### src/rtl/cordic_polar_post.sv
// Post-processing stage for the vectoring CORDIC: removes the CORDIC gain, derives the quadrant
// and buffers results in a show-ahead FIFO with credit-based input backpressure.
module cordic_polar_post #(
  parameter int DATA_WIDTH = 15,
  parameter int KINV       = 19899,
  parameter int FIFO_DEPTH = 4,
  parameter int CNT_WIDTH  = 16
) (
  input  logic                  clk,
  input  logic                  rst,
  input  logic                  in_valid,
  output logic                  in_ready,
  input  logic [DATA_WIDTH-1:0] in_mag,
  input  logic [DATA_WIDTH-1:0] in_theta,
  output logic                  out_valid,
  input  logic                  out_ready,
  output logic [DATA_WIDTH-1:0] out_mag,
  output logic [DATA_WIDTH-1:0] out_theta,
  output logic [1:0]            out_quad,
  output logic [CNT_WIDTH-1:0]  out_count
);
  localparam int PW = 2 * DATA_WIDTH;
  localparam int AW = $clog2(FIFO_DEPTH);
  localparam int CW = AW + 1;
  localparam logic [PW-1:0] KINV_P = PW'(KINV);

  logic                  s1_valid_q, s1_valid_d;
  logic [DATA_WIDTH-1:0] s1_mag_q, s1_mag_d;
  logic [DATA_WIDTH-1:0] s1_theta_q, s1_theta_d;
  logic                  s2_valid_q, s2_valid_d;
  logic [PW-1:0]         s2_prod_q, s2_prod_d;
  logic [DATA_WIDTH-1:0] s2_theta_q, s2_theta_d;
  logic [DATA_WIDTH-1:0] mag_mem_q [FIFO_DEPTH];
  logic [DATA_WIDTH-1:0] mag_mem_d [FIFO_DEPTH];
  logic [DATA_WIDTH-1:0] theta_mem_q [FIFO_DEPTH];
  logic [DATA_WIDTH-1:0] theta_mem_d [FIFO_DEPTH];
  logic [AW-1:0]         wr_ptr_q, wr_ptr_d;
  logic [AW-1:0]         rd_ptr_q, rd_ptr_d;
  logic [CW-1:0]         fcount_q, fcount_d;
  logic                  out_valid_q, out_valid_d;
  logic [DATA_WIDTH-1:0] out_mag_q, out_mag_d;
  logic [DATA_WIDTH-1:0] out_theta_q, out_theta_d;
  logic [1:0]            out_quad_q, out_quad_d;
  logic [CNT_WIDTH-1:0]  out_count_q, out_count_d;
  logic                  in_ready_q, in_ready_d;

  logic                  accept_s;
  logic                  push_s;
  logic                  pop_s;
  logic [DATA_WIDTH-1:0] push_mag_s;
  logic [CW:0]           credit_s;

  // Next-state logic for pipeline, FIFO, registered head and credit
  always_comb begin
    accept_s   = in_valid & in_ready_q;
    push_s     = s2_valid_q;
    pop_s      = out_valid_q & out_ready;
    push_mag_s = s2_prod_q[PW-1:DATA_WIDTH];

    s1_valid_d = accept_s;
    s1_mag_d   = accept_s ? in_mag : s1_mag_q;
    s1_theta_d = accept_s ? in_theta : s1_theta_q;
    s2_valid_d = s1_valid_q;
    s2_prod_d  = PW'(s1_mag_q) * KINV_P;
    s2_theta_d = s1_theta_q;

    mag_mem_d   = mag_mem_q;
    theta_mem_d = theta_mem_q;
    if (push_s) begin
      mag_mem_d[wr_ptr_q]   = push_mag_s;
      theta_mem_d[wr_ptr_q] = s2_theta_q;
    end else begin
      mag_mem_d   = mag_mem_q;
      theta_mem_d = theta_mem_q;
    end
    wr_ptr_d = push_s ? wr_ptr_q + AW'(1) : wr_ptr_q;
    rd_ptr_d = pop_s ? rd_ptr_q + AW'(1) : rd_ptr_q;

    case ({push_s, pop_s})
      2'b10:   fcount_d = fcount_q + CW'(1);
      2'b01:   fcount_d = fcount_q - CW'(1);
      default: fcount_d = fcount_q;
    endcase

    // Head is registered; a lone entry written this cycle bypasses the memory
    out_valid_d = (fcount_d != CW'(0));
    if (fcount_d == CW'(0)) begin
      out_mag_d   = out_mag_q;
      out_theta_d = out_theta_q;
    end else if (push_s && (fcount_d == CW'(1))) begin
      out_mag_d   = push_mag_s;
      out_theta_d = s2_theta_q;
    end else begin
      out_mag_d   = mag_mem_q[rd_ptr_d];
      out_theta_d = theta_mem_q[rd_ptr_d];
    end
    out_quad_d  = out_theta_d[DATA_WIDTH-1 -: 2];
    out_count_d = pop_s ? out_count_q + CNT_WIDTH'(1) : out_count_q;

    credit_s   = (CW+1)'(fcount_d) + (CW+1)'(s1_valid_d) + (CW+1)'(s2_valid_d);
    in_ready_d = (credit_s < (CW+1)'(FIFO_DEPTH));
  end

  // State registers with synchronous reset
  always_ff @(posedge clk) begin
    if (rst) begin
      s1_valid_q  <= 1'b0;
      s1_mag_q    <= '0;
      s1_theta_q  <= '0;
      s2_valid_q  <= 1'b0;
      s2_prod_q   <= '0;
      s2_theta_q  <= '0;
      for (int i = 0; i < FIFO_DEPTH; i++) begin
        mag_mem_q[i]   <= '0;
        theta_mem_q[i] <= '0;
      end
      wr_ptr_q    <= '0;
      rd_ptr_q    <= '0;
      fcount_q    <= '0;
      out_valid_q <= 1'b0;
      out_mag_q   <= '0;
      out_theta_q <= '0;
      out_quad_q  <= 2'b00;
      out_count_q <= '0;
      in_ready_q  <= 1'b1;
    end else begin
      s1_valid_q  <= s1_valid_d;
      s1_mag_q    <= s1_mag_d;
      s1_theta_q  <= s1_theta_d;
      s2_valid_q  <= s2_valid_d;
      s2_prod_q   <= s2_prod_d;
      s2_theta_q  <= s2_theta_d;
      mag_mem_q   <= mag_mem_d;
      theta_mem_q <= theta_mem_d;
      wr_ptr_q    <= wr_ptr_d;
      rd_ptr_q    <= rd_ptr_d;
      fcount_q    <= fcount_d;
      out_valid_q <= out_valid_d;
      out_mag_q   <= out_mag_d;
      out_theta_q <= out_theta_d;
      out_quad_q  <= out_quad_d;
      out_count_q <= out_count_d;
      in_ready_q  <= in_ready_d;
    end
  end

  assign in_ready  = in_ready_q;
  assign out_valid = out_valid_q;
  assign out_mag   = out_mag_q;
  assign out_theta = out_theta_q;
  assign out_quad  = out_quad_q;
  assign out_count = out_count_q;

endmodule

### config.mk
export PLATFORM = sky130hd
export DESIGN_NAME = cordic_polar_post
export DESIGN_NICKNAME = d
export VERILOG_FILES = /design/src/rtl/cordic_polar_post.sv
export SDC_FILE = /design/constraint.sdc
export NUM_CORES = 1
export LEC_CHECK = 0
export BUFFER_PORTS_ARGS = -buffer_cell sky130_fd_sc_hd__buf_2
export CAP_MARGIN = 20
export CORE_UTILIZATION = 67
export DETAILED_ROUTE_END_ITERATION = 16
export PLACE_DENSITY_LB_ADDON = 0.2
export SLEW_MARGIN = 20
export SYNTH_ARGS = -nofsm -noshare
export SYNTH_HDL_FRONTEND = slang
export SYNTH_SLANG_ARGS = --single-unit
### constraint.sdc
create_clock -name clk -period 16.5 [get_ports clk]
set_clock_uncertainty 0.1 [all_clocks]
set_input_delay 0.825 -clock clk [delete_from_list [all_inputs] [get_ports clk]]
set_output_delay 0.825 -clock clk [all_outputs]
set_load 0.05 [all_outputs]
==> flow_summary.ini <==
[grt]
grt_use_met2_pct = 52.9
antenna_found_initial = 0
grtUsageMet3_pct = 3.22
grt_pass1_vias = 10500
busiest_layer = met2
grt_pass1_wl_um = 52000
grt_max_degree = 147
grt.total_usage_pct = 30.1
gr-total-overflow = 0
met1_usage_pct = 38.7

[worst_setup_path]
critPathMaxFanout = 5
worstPathRequired_ns = 16.80
worstSetupPathType = register to register
ff2ff_path_depth = 19
crit_path_max_incr_delay_ns = 0.55
path_cells = inv_1 -> fa_1 -> fa_1 -> inv_1 -> fa_1 -> inv_1 -> fa_1 -> inv_1 -> fa_1 -> inv_1 -> fa_1 -> inv_1 -> ha_1 -> a21oi_1 -> o211ai_1 -> a21oi_1 -> nand3_1 -> a31oi_1 -> mux2_2
cp-end-kind = register
critPathTopFamily = adder cells
arrival_ns = 6.17
cp.depth = 19
critical-path-slowest-cell = fa_1
cp_num_buf_inv = 6
crit_path_start_kind = register

[logic_synthesis]
synth_xor_area_share_pct = 1.82
syn-cell-area_sq_mm = 0.0140
synthAdderAreaFrac_pct = 23.6
synth_edf_count = 0
yosys.area_share.simple_pct = 14.6
synth_top_family_by_area = adder cells
synthFlopType = dfxtp_1
yosysWarnings = 0
synth_mux_area_share_pct = 7.81
synth_nets = 1755
synth-seq-area-share_pct = 33.9
synth.top_cell.area_share_pct = 33.9
synth.area.top_cells = dfxtp_1 (34%), fa_1 (13%), ha_1 (10%), nand2_1 (8.0%), a21oi_1 (6.0%)
ys_types = 55
syn_avg_cell_area_sq_um = 9.25
async_flop_share_pct = 0
synth_compound_area_share_pct = 11.4
synth_top_cell_by_area = dfxtp_1
ys_seq_elements = 237
syn-instance-count = 1513

[clocking]
clk_latency_ns = 0.53
ctsLongestPathBuffers = 3
post_cts_resized = 0
cts_sinks = 237
cts_tree = yes
cts_buffers = 24
htreeDepth = 1
clock-root-buffer = clkbuf_16
clkTransAtPathRegs_ns = 0.08
cts_setup_buffers = 0
cts_hold_buf = 0

[drt]
vias = 10700
drtIter0Drc = 735
drtPass1Iterations = 7
drt-wirelength-per-cell_um = 17.4
wirelength_um = 32100
vias_per_cell = 5.79
ant_nets = 0
drc = 0

[hold_path]
whs_path_depth = 2
hp-class = register to register

[power_and_ir_drop]
power_density_mw_per_mm2 = 158
ir_worst_vdd_mv = 0.104
leakagePower_nw = 6.95

[final_layout]
nFillCells = 1470
drive_above_1_share_pct = 10.6
final_nets = 1802
layout_common_cells = nand2_1 (298), dfxtp_1 (237), a21oi_1 (168)
final_cells = 1846
diodes = 0
mostFrequentLayoutCell = nand2_1
syn_to_final_growth_pct = 9.47

[floorplan]
io_pins = 84
dieArea_sq_mm = 0.0215
rows = 52
die_y_um = 146
start_util_pct = 68.7
core_area_sq_mm = 0.0204
chipWidth_um = 146

[sta]
hold_viol = 0
layout_min_cycle_time_ns = 5.86
slew_headroom_pct = 29.1
clock.fmax_mhz = 171
setup_viol = 0
tightest_slew_ns = 1.06
maxSlewViolCount = 0
rsz0062_at_grt = no
finalCritPeriodShare_pct = 35.5
tns_ns = 0

[place]
dp_hpwl_um = 23200
dp_cells = 1803
gp_congestion = 0.931
portBuffers = 83

[flow_run]
maxCapViolCount = 0

[run_status]
status = finished, final reports clean
==> power breakdown <==
group | internal [W] | switching, W | total, W
Sequential | 0.000639 | 0.0000541 | 0.000693
Clock | 0.000327 | 0.000230 | 0.000558
Combinational | 0.000419 | 0.000747 | 0.00117
Total | 0.00139 | 0.00103 | 0.00242
==> metrics by stage <==
step	hold WS, ns	setup WS [ns]	power [W]	cell area, sq um	utilization [%]
after global routing	0.369	10.34	0.00258	15300	75.2
final	0.350	10.64	0.00242	15300	75.2
after detailed placement	0.343	10.74	0.00186	14500	71.1
after global placement	0.338	10.82	0.00184	14500	71.1
after floorplan	0.332	11.04	0.00160	14000	-
after CTS	0.352	10.69	0.00242	15300	75.1
==> cell type report <==
class | count | area (sq um) | area share [%]
clock inverter | 9 | 121 | 0.793
clock buffer | 33 | 694 | 4.53
sequential | 237 | 4740 | 31.0
inverter | 152 | 571 | 3.73
tap | 270 | 338 | 2.21
timing repair buffer | 96 | 527 | 3.44
multi-input combinational | 1049 | 8320 | 54.3
==> kinds of logic after synthesis <==
logic type      after synthesis
xor+xnor                     26
flops                       237
mux                          67
fa+ha+maj                   208
simple gates                481
compound gates              267
buf+inv                     227
==> flip-flops by register name, summed over array words and instances (netlist names), 2 cells and up <==
register,count
mag_mem_q,60
theta_mem_q,60
out_count,16
out_mag,15
s1_mag_q,15
s1_theta_q,15
s2_prod_q,15
s2_theta_q,15
out_theta,13
fcount_q,3
out_quad,2
rd_ptr_q,2
wr_ptr_q,2
==> path summary, 6_finish.rpt <==
check                                        to  slack [ns]       startpoint
worst max-delay path              s2_prod_q[27]       10.64      s1_mag_q[6]
worst min-delay path            theta_mem_q[27]        0.35  theta_mem_q[27]
worst max register to register    s2_prod_q[27]       10.64      s1_mag_q[6]
worst min register to register  theta_mem_q[27]        0.35  theta_mem_q[27]
==> synth_stat cells (all sizes together), types with 6 or more instances <==
cell / instances
mux4: 30
fa: 94
nand2: 300
buf: 17
nor3: 14
o22a: 16
clkbuf: 58
xnor2: 12
nor2b: 26
nand2b: 6
mux2i: 33
and2: 11
inv: 152
xor2: 14
nand3: 19
nand4: 8
a21oi: 168
a21o: 9
o21ai: 14
a211oi: 34
dfxtp: 237
nor4: 7
nor2: 80
ha: 114
==> worst reg2reg max path: stages (launching register included) <==
cell      delay, ns
dfxtp_1        0.41
inv_1          0.14
fa_1           0.53
fa_1           0.55
inv_1          0.06
fa_1           0.49
inv_1          0.05
fa_1           0.48
inv_1          0.06
fa_1           0.53
inv_1          0.05
fa_1           0.49
inv_1          0.04
ha_1           0.34
a21oi_1        0.15
o211ai_1       0.13
a21oi_1        0.36
nand3_1        0.17
a31oi_1        0.23
mux2_2         0.36
==> metal layers <==
metal,up-vias,routed length (um)
met5,-,0
met2,336,16000
met4,0,839
li1,5147,-
met3,74,1570
met1,5136,13700
(Power assumes the default switching activity.)
